**config.mk**
```make
export PLATFORM = sky130hd
export DESIGN_NAME = tta_add_fu
export DESIGN_NICKNAME = d
export VERILOG_FILES = /design/src/rtl/tta_add_fu.sv
export SDC_FILE = /design/constraint.sdc
export NUM_CORES = 1
export LEC_CHECK = 0
export ABC_AREA = 1
export CORE_UTILIZATION = 40
export CTS_CLUSTER_DIAMETER = 200
export DETAILED_ROUTE_END_ITERATION = 6
export GPL_TIMING_DRIVEN = 0
export SLEW_MARGIN = 10
export SYNTH_ARGS = -nofsm -noshare
export SYNTH_HDL_FRONTEND = slang
export SYNTH_SLANG_ARGS = --single-unit
```
**constraint.sdc**
```tcl
create_clock -name clk -period 20.9 [get_ports clk]
set_clock_uncertainty 0.1 [all_clocks]
set_input_delay 4.18 -clock clk [delete_from_list [all_inputs] [get_ports clk]]
set_output_delay 4.18 -clock clk [all_outputs]
set_load 0.005 [all_outputs]
```
**src/rtl/tta_add_fu.sv**
```systemverilog
// Adder function unit for the TTA transport interface: N independent lanes, each with an
// operand register, a bypassed add/sub trigger and a two-stage valid/ready result pipeline.
module tta_add_fu #(
   parameter int unsigned XLEN = 32,
   parameter int unsigned N    = 4,
   parameter int unsigned RW   = 5
) (
   input  logic            clk,
   input  logic            rst,
   input  logic [N-1:0]    opd_we,
   input  logic [N*XLEN-1:0] opd_data,
   input  logic [N-1:0]    trig_valid,
   input  logic [N*XLEN-1:0] trig_data,
   input  logic [N-1:0]    trig_sub,
   input  logic [N*RW-1:0] trig_dest,
   output logic [N-1:0]    trig_ready,
   output logic [N-1:0]    res_valid,
   output logic [N*XLEN-1:0] res_data,
   output logic [N*RW-1:0] res_dest,
   input  logic [N-1:0]    res_ready,
   output logic            busy
);

   logic [N-1:0] ex_v_all;
   logic [N-1:0] out_v_all;

   for (genvar i = 0; i < N; i++) begin : g_lane
      logic [XLEN-1:0] opd_reg;
      logic [XLEN-1:0] ex_data;
      logic [XLEN-1:0] out_data;
      logic [RW-1:0]   ex_dest;
      logic [RW-1:0]   out_dest;
      logic            ex_v;
      logic            out_v;
      logic            out_adv;
      logic            ex_adv;
      logic            fire;
      logic [XLEN-1:0] op_a;
      logic [XLEN-1:0] op_b;
      logic [XLEN-1:0] result;

      always_comb begin
         out_adv = ~out_v | res_ready[i];
         ex_adv  = ~ex_v | out_adv;
         fire    = trig_valid[i] & ex_adv;
         // A same-cycle operand write is forwarded into the computation.
         op_a    = opd_we[i] ? opd_data[i*XLEN +: XLEN] : opd_reg;
         op_b    = trig_data[i*XLEN +: XLEN];
         result  = trig_sub[i] ? (op_a - op_b) : (op_a + op_b);
      end

      always_ff @(posedge clk or posedge rst) begin
         if (rst) begin
            opd_reg  <= '0;
            ex_data  <= '0;
            ex_dest  <= '0;
            ex_v     <= 1'b0;
            out_data <= '0;
            out_dest <= '0;
            out_v    <= 1'b0;
         end else begin
            if (opd_we[i]) begin
               opd_reg <= opd_data[i*XLEN +: XLEN];
            end
            if (fire) begin
               ex_data <= result;
               ex_dest <= trig_dest[i*RW +: RW];
               ex_v    <= 1'b1;
            end else if (ex_adv) begin
               ex_v <= 1'b0;
            end
            if (out_adv) begin
               if (ex_v) begin
                  out_data <= ex_data;
                  out_dest <= ex_dest;
               end
               out_v <= ex_v;
            end
         end
      end

      assign trig_ready[i]            = ex_adv;
      assign res_valid[i]             = out_v;
      assign res_data[i*XLEN +: XLEN] = out_data;
      assign res_dest[i*RW +: RW]     = out_dest;
      assign ex_v_all[i]              = ex_v;
      assign out_v_all[i]             = out_v;
   end

   assign busy = |(ex_v_all | out_v_all);

endmodule
```
# After elaboration in Yosys (flattened, before gate mapping)
# Index checks and enable logic that the tools add are counted.
word_totals:
  regBits: 432
  input_bits: 294
  output_inout_bits: 157
  elab_cells: 82
op_classes:
  addsub: 8
  muxes: 16
  n_bitwise: 21
  n_reduce_logical: 9
op_table:
  columns: ["cell", "n"]
  rows:
  - ["two-way mux 32 bit", 8]
  - ["adder 32 bit", 4]
  - ["subtractor 32 bit", 4]
  - ["two-way mux 1 bit", 8]
  - ["NOT 1 bit", 8]
  - ["bitwise OR 1 bit", 8]
  - ["AND reduction 2 bit", 4]
  - ["nonzero test 2 bit", 4]
  - ["AND 1 bit", 4]
  - ["bitwise OR 4 bit", 1]
  - ["OR reduction 4 bit", 1]

# Longest topological paths before layout
# Gate-level depths: netlist (run 1).
depth:
  ltp_word: 5
  mapped_depth: 24

# Worst setup path after synthesis (run 1)
# OpenSTA, ideal clock, no wires.
synth_path:
  kind: "input to output"
  from: "input port res_ready[0]"
  to: "output port trig_ready[0]"
  arrival_time_ns: 4.459
  path_slack_ns: 12.161
  stages: 3
  cell_sequence: "inv_1 > nand3_1 > buf_4"
synth_between:
  elab_chain_len: 2
synth_rtl:
  columns: ["item", "line_no", "rtl"]
  rows:
  - ["start, declared", "20", "input logic [N-1:0] res_ready,"]
  - ["bitwise OR 1 bit", "43", "out_adv = ~out_v | res_ready[i];"]
  - ["bitwise OR 1 bit", "44", "ex_adv = ~ex_v | out_adv;"]
  - ["end, declared", "16", "output logic [N-1:0] trig_ready,"]
# Every way passes these cells.

# Worst setup path in the final report (run 1)
# Ends and elaborated chain as after synthesis.

==> results of run 1 <==
-- power breakdown --
group,switching [mW],internal [mW]
sequential,0.129,1.08
clock,0.367,0.483
combinational,0.672,0.639
total,1.17,2.20
-- cells by family (layout without fill, tap and decap cells) --
logic type	Yosys count	count (layout)	synth area share, %
simple gates	1875	1875	26.9
buf+inv	639	1177	8.70
flops	432	432	37.8
compound gates	297	297	5.64
mux	253	253	9.96
xor+xnor	167	167	5.11
fa+ha+maj	132	132	5.88
other cells	0	1	0
-- stage by stage --
stage / TNS (ns) / cell area, sq um / util, %
2_1_floorplan: 0 / 28600 / -
3_3_place_gp: -533.51 / 34200 / 48.6
3_5_place_dp: 0 / 34300 / 48.8
4_1_cts: 0 / 35900 / 51.0
5_1_grt: 0 / 35900 / 51.0
6_report: 0 / 35900 / 51.0
-- synth_stat cells (all sizes together) --
cell	count	area (sq um)
o21ai	155	813
inv	555	2080
mux2	253	2850
or2	7	43.8
o31ai	2	15.0
a21o	12	90.1
nor3	35	206
nor2	336	1330
xnor2	70	613
a31oi	4	25.0
o21bai	15	113
and2	3	18.8
dfrtp	432	10800
xor2	97	850
nor4	3	18.8
clkbuf	25	93.8
nor3b	1	12.5
clkinv	3	11.3
nand3b	30	225
nand4	18	113
buf	56	300
ha	128	1600
fa	4	80.1
a21oi	109	557
nand3	204	1040
nand2	1238	4690
-- tightest hold or removal path: stages (launching register included) --
cell	delay, ns
sky130_fd_sc_hd__dfrtp_1	0.34
sky130_fd_sc_hd__nand2_1	0.05
sky130_fd_sc_hd__nand2_1	0.05
-- cell usage in the layout, fill, tap and decap left out, types with 5 or more instances in the layout --
cell type / count
sky130_fd_sc_hd__xnor2_1: 70
sky130_fd_sc_hd__o21ai_1: 40
sky130_fd_sc_hd__nor2_1: 316
sky130_fd_sc_hd__o21bai_1: 15
sky130_fd_sc_hd__inv_2: 6
sky130_fd_sc_hd__ha_1: 128
sky130_fd_sc_hd__a21o_1: 12
sky130_fd_sc_hd__nand3_1: 200
sky130_fd_sc_hd__o21ai_2: 7
sky130_fd_sc_hd__clkbuf_1: 31
sky130_fd_sc_hd__clkinv_2: 15
sky130_fd_sc_hd__clkbuf_16: 51
sky130_fd_sc_hd__nand2_2: 14
sky130_fd_sc_hd__a21oi_1: 106
sky130_fd_sc_hd__nor3_1: 30
sky130_fd_sc_hd__buf_4: 8
sky130_fd_sc_hd__or2_2: 5
sky130_fd_sc_hd__nand4_1: 18
sky130_fd_sc_hd__dfrtp_1: 432
sky130_fd_sc_hd__buf_2: 48
sky130_fd_sc_hd__nor2_2: 17
sky130_fd_sc_hd__clkbuf_8: 10
sky130_fd_sc_hd__nand3b_1: 30
sky130_fd_sc_hd__mux2_2: 253
sky130_fd_sc_hd__clkdlybuf4s50_1: 445
sky130_fd_sc_hd__o21ai_0: 107
sky130_fd_sc_hd__inv_1: 548
sky130_fd_sc_hd__xor2_1: 97
sky130_fd_sc_hd__nand2_1: 1223
-- worst paths after layout --
check,from,to,slack [ns],cells past startpoint
worst max-delay path,res_ready[0],trig_ready[0],10.95,5
worst min-delay path,g_lane[0].ex_data[28],g_lane[0].ex_data[28],0.38,2
worst max register to register,g_lane[3].opd_reg[0],g_lane[3].ex_data[14],18.40,13
worst min register to register,g_lane[0].ex_data[28],g_lane[0].ex_data[28],0.38,2
max in group asynchronous,rst,g_lane[3].out_data[30],15.36,4
min in group asynchronous,rst,g_lane[2].out_data[1],3.91,2
-- cell type report --
type / instances / area [sq um]
timing repair buffer: 449 / 4560
fill: 6940 / 34500
tap: 940 / 1180
clock inverter: 22 / 145
multi-input combinational: 2724 / 15300
buffer: 81 / 394
inverter: 558 / 2100
antenna: 1 / 2.50
sequential: 432 / 10800
clock buffer: 67 / 1440
-- layer usage --
metal / up-vias / share of wire (%)
met5: - / 0.054
met4: 6 / 2.3
met3: 102 / 5.7
met2: 517 / 45
met1: 11634 / 47
li1: 12918 / -
==> parameters.txt, run 1 <==
Parameter                              Value

STA
  Rel. slew slack ... 42.6%
  Worst Max-Slew Pin Slew ... 0.861 ns
  Fin Hold WS ... 0.376 ns
  Minimum clock period ... 9.95 ns
  Period Utilization, post-route ... 47.6%
  Number of endpoints failing setup at the final stage ... 0
  Maximum operating frequency ... 0.101 GHz
  Number of max-slew violations in the final report ... 0
  Final hold violation count ... 0
  RSZ-0062 raised after global routing ... false
  Final worst-path setup slack ... around 11 ns

Setup path
  Critical path class ... in2out
  Slowest cell on crit path ... sky130_fd_sc_hd__clkdlybuf4s50_1
  Type of origin of the critical path ... primary input
  Arrival time worst endpoint ... 5.67 ns
  Highest fanout seen on the critical path ... 3
  Critical Path Most Common Cell ... sky130_fd_sc_hd__clkdlybuf4s50_1
  CP Data Required Time ... roughly 17 ns
  Cells along the critical path ... clkdlybuf4s50_1 -> inv_1 -> nand3_1 -> buf_4 -> clkdlybuf4s50_1
  Crit end category ... output port
  WP buf/inv ... 4
  Top delay family on crit path ... buffers and inverters
  Critical path's largest stage delay ... 0.57 ns

Place
  Detailed placer's ending HPWL ... 69500 um
  Cell total after placement ... 5184
  Place WS ... 10.95 ns
  Final estimated routing congestion in global placement ... 0.903
  Port bufs ... 445

Die
  Total number of placement rows ... 97
  Die extent in x ... 269 um
  Area of the die ... 0.0726 sq mm
  Die Span Y ... 269 um
  Number of ports placed on the die boundary ... 451
  Effective utilization at floorplan ... 40.6%
  Std-Cell Core Area ... about 0.070 sq mm

Routing
  Total vias in the final route ... 25.2k
  Antenna Violating Nets Remaining ... 0
  Average wire length per cell after detail routing ... 16.1 um
  Number of detailed-route iterations in the first pass ... 7
  Count of routing violations after the opening detailed-route iteration ... roughly 1.4k
  Average via count per standard cell ... 4.77
  Remaining design rule violation count ... 0
  DRT Wirelength ... 85100 um

Clock network
  Clock-pin transition on the worst setup and hold timing paths ... 0.06 ns
  Number of H-tree branching levels ... 2
  Clock buffer count from CTS ... 50
  Deepest clock path buffer count ... 3
  Cts repair resizes ... 0
  Number of clock sinks ... 432
  Clock latency reported for the late side of the worst-skew pair ... approximately 0.6 ns
  Cts hold-fix bufs ... 0
  Postcts setup bufs ... 0
  Clock tree from TritonCTS ... done
  Clock root buffer ... sky130_fd_sc_hd__clkbuf_16

Pwr
  Total chip power ... between 3 and 4 mW
  Worst IR drop on VDD ... roughly 70 uV
  PD cells ... 93.8 mW/mm^2
  Static leakage power ... between 15 and 20 nW

Logic synthesis
  Syn Inst Count ... about 3.8k
  Synthesis-stage register bit count ... ~430
  Distinct cell type count of the synthesized netlist ... 41
  Mapped Avg Cell Area ... 7.54 sq um
  Cell area after synthesis ... 0.0286 sq mm
  Number of warning messages in the yosys log ... 0
  Share of the yosys chip area belonging to registers ... 37.8%
  Nets in the synthesized netlist ... 4221

GRT
  Gr busiest metal ... met2
  Met2 layer usage reported by global route ... a little under two fifths
  Gr usage total ... 23.2%
  Sum of overflow across all layers after global routing ... 0
  Met3 layer usage reported by global route ... roughly 4.3%
  Number of antenna violations at the first check in global routing ... 3
  Pin count of the biggest net entering global routing ... about 110
  Via count of the first global-routing pass ... ~25k
  Global routing usage on met1 ... about a third
  First-pass GRT wire length ... 135000 um

Finish
  Fraction of layout instances using a drive strength above 1 ... 10.7%
  Nets@finish ... 4722
  Filler-free cell count of the finished design ... 5274
  Layout overhead on the synthesized area ... 25.6%

Hold path
  Min-delay worst type ... reg2reg

Run
  Max Cap Viol ... 0

Status
  Run status ... completed
Power figures use the tool's default switching activity.
==> run 2, diff against run 1 <==
clock period = 8.7 ns   (was 20.9 ns; I/O delays follow)
==> parameters.txt, run 2 (synthesis results as in run 1) <==
Parameter                              Value

Status
  Run status ... completed

Die
  Die extent in x ... between 200 and 300 um
  Die Span Y ... 269 um
  Total number of placement rows ... 97
  Area of the die ... between 0.07 and 0.08 sq mm
  Number of ports placed on the die boundary ... 451
  Std-Cell Core Area ... 0.0704 sq mm
  Effective utilization at floorplan ... ~41%

STA
  Final hold violation count ... 0
  Fin Hold WS ... between 0.3 and 0.4 ns
  Number of endpoints failing setup at the final stage ... 0
  Number of max-slew violations in the final report ... 0
  Maximum operating frequency ... 0.197 GHz
  Sum Neg Setup Slack ... 0 ns
  Worst Max-Slew Pin Slew ... between 0.8 and 0.9 ns
  Rel. slew slack ... 45.5%
  Period Utilization, post-route ... roughly three fifths
  Minimum clock period ... 5.08 ns
  RSZ-0062 raised after global routing ... false

Routing
  Number of detailed-route iterations in the first pass ... 5
  DRT Wirelength ... 85800 um
  Average wire length per cell after detail routing ... 16.2 um
  Count of routing violations after the opening detailed-route iteration ... 1463
  Average via count per standard cell ... roughly 4.8
  Total vias in the final route ... approximately 25k
  Antenna Violating Nets Remaining ... 0
  Remaining design rule violation count ... 0

Setup path
  Length in cells of the worst reg-to-reg path ... 15
  Highest fanout seen on the critical path ... 3
  CP Data Required Time ... 6.86 ns
  Crit end category ... output port
  Reg-to-reg startpoint ... g_lane[3].opd_reg[0]
  Reg2Reg Capture Point ... g_lane[3].ex_data[30]
  Critical path class ... in2out
  Arrival time worst endpoint ... ~3.2 ns
  Type of origin of the critical path ... primary input
  Reg2Reg Setup Slack ... between 6 and 7 ns
  First element of the critical path ... res_ready[0]

Clock network
  Number of H-tree branching levels ... 2
  Clock buffer count from CTS ... 50
  Cts hold-fix bufs ... 0
  Clock-pin transition on the worst setup and hold timing paths ... 0.06 ns
  Clock root buffer ... sky130_fd_sc_hd__clkbuf_16
  Clock tree from TritonCTS ... done
  Postcts setup bufs ... 0
  Number of clock sinks ... 432
  Deepest clock path buffer count ... 3
  Cts repair resizes ... 0
  Clock latency reported for the late side of the worst-skew pair ... 0.61 ns

Hold path
  Startpoint of the lowest-slack hold path ... g_lane[1].ex_data[28]
  Endpoint of the worst hold-timing path ... g_lane[1].ex_data[28]
  Min-delay worst type ... reg2reg
  Worst hold path stage count ... 2

Place
  Placed Instance Area ... 0.0345 sq mm
  Final estimated routing congestion in global placement ... 0.906
  Detailed placer's ending HPWL ... 70600 um
  Port bufs ... 445

Finish
  Layout overhead on the synthesized area ... 26.8%
  Fraction of layout instances using a drive strength above 1 ... 10.9%
  Nets@finish ... 4732
  Final core utilization ... 51.5%
  Cell area after layout ... 0.0363 sq mm
  Most frequent cells in the layout ... sky130_fd_sc_hd__nand2_1 (1223), sky130_fd_sc_hd__inv_1 (548), sky130_fd_sc_hd__clkdlybuf4s50_1 (445)
  Fill cells ... 6935
  Leading cell type in the layout, fill and taps excluded ... sky130_fd_sc_hd__nand2_1

Run
  Max Cap Viol ... 0

Pwr
  Static leakage power ... roughly 18 nW
  PD cells ... 228 mW/mm^2
  Sw Ratio ... 34.1%
  Sequential group share of total power ... 35.3%
  Switching power ... 2.82 mW
  Fraction of power consumed by combinational cells ... a little under two fifths
  Worst IR drop on VDD ... 172 uV
  Clock network power share ... 26.6%
  Cell internal power dissipation ... 5.45 mW

GRT
  First-pass GRT wire length ... 137000 um
  Via count of the first global-routing pass ... 25.2k
  Pin count of the biggest net entering global routing ... 39
  Sum of overflow across all layers after global routing ... 0
  Gr usage total ... a little under a quarter
  Number of antenna violations at the first check in global routing ... 5
run 2: worst max-delay path by stage:
stage | cells past startpoint | end | slack, ns
floorplan | 1 | g_lane[0].ex_data[0] | 1.03
global placement | 2 | g_lane[0].opd_reg[4] | -2.20
detailed placement | 19 | g_lane[3].ex_data[27] | 3.35
CTS | 5 | trig_ready[0] | 3.58
global route | 5 | trig_ready[0] | 3.55
finish | 5 | trig_ready[0] | 3.62
run 2: critical path, stage by stage:
cell                              delay, ns
sky130_fd_sc_hd__clkdlybuf4s50_1       0.47
sky130_fd_sc_hd__inv_1                 0.05
sky130_fd_sc_hd__nand3_1               0.20
sky130_fd_sc_hd__buf_4                 0.16
sky130_fd_sc_hd__clkdlybuf4s50_1       0.60
run 2: area by class of cell:
type	count	area (sq um)	share of cell area, %
multi-input cells	2724	15300	42.2
inverters	558	2100	5.78
well taps	940	1180	3.24
clock buffers	74	1480	4.08
flip-flops and latches	432	10800	29.8
diodes	1	2.50	0.00690
plain buffers	81	394	1.09
clock inverters	19	265	0.731
repair buffers	459	4750	13.1
run 2: power groups by stage:
stage	Sequential (mW)	Clock, mW	Combinational, mW
2_1_floorplan	2.89	0	1.71
3_3_place_gp	2.95	0	3.13
3_5_place_dp	2.95	0	3.16
4_1_cts	2.92	2.26	3.18
5_1_grt	2.99	2.33	3.50
6_report	2.92	2.20	3.16
run 2: per-layer routing:
metal  routed length, um  track usage (%)
met1               40500             32.5
met2               38500             38.0
met5                  54                0
met4                2330             6.73
met3                4460             4.25
run 2: through the flow:
| stage | total power, mW | setup slack [ns] | cells |
|---|---|---|---|
| floorplan | 4.60 | 1.03 | 3795 |
| global placement | 6.07 | -2.20 | 5180 |
| detailed placement | 6.12 | 3.35 | 5194 |
| CTS | 8.37 | 3.58 | 5287 |
| global route | 8.83 | 3.55 | 5288 |
| finish | 8.27 | 3.62 | 5288 |
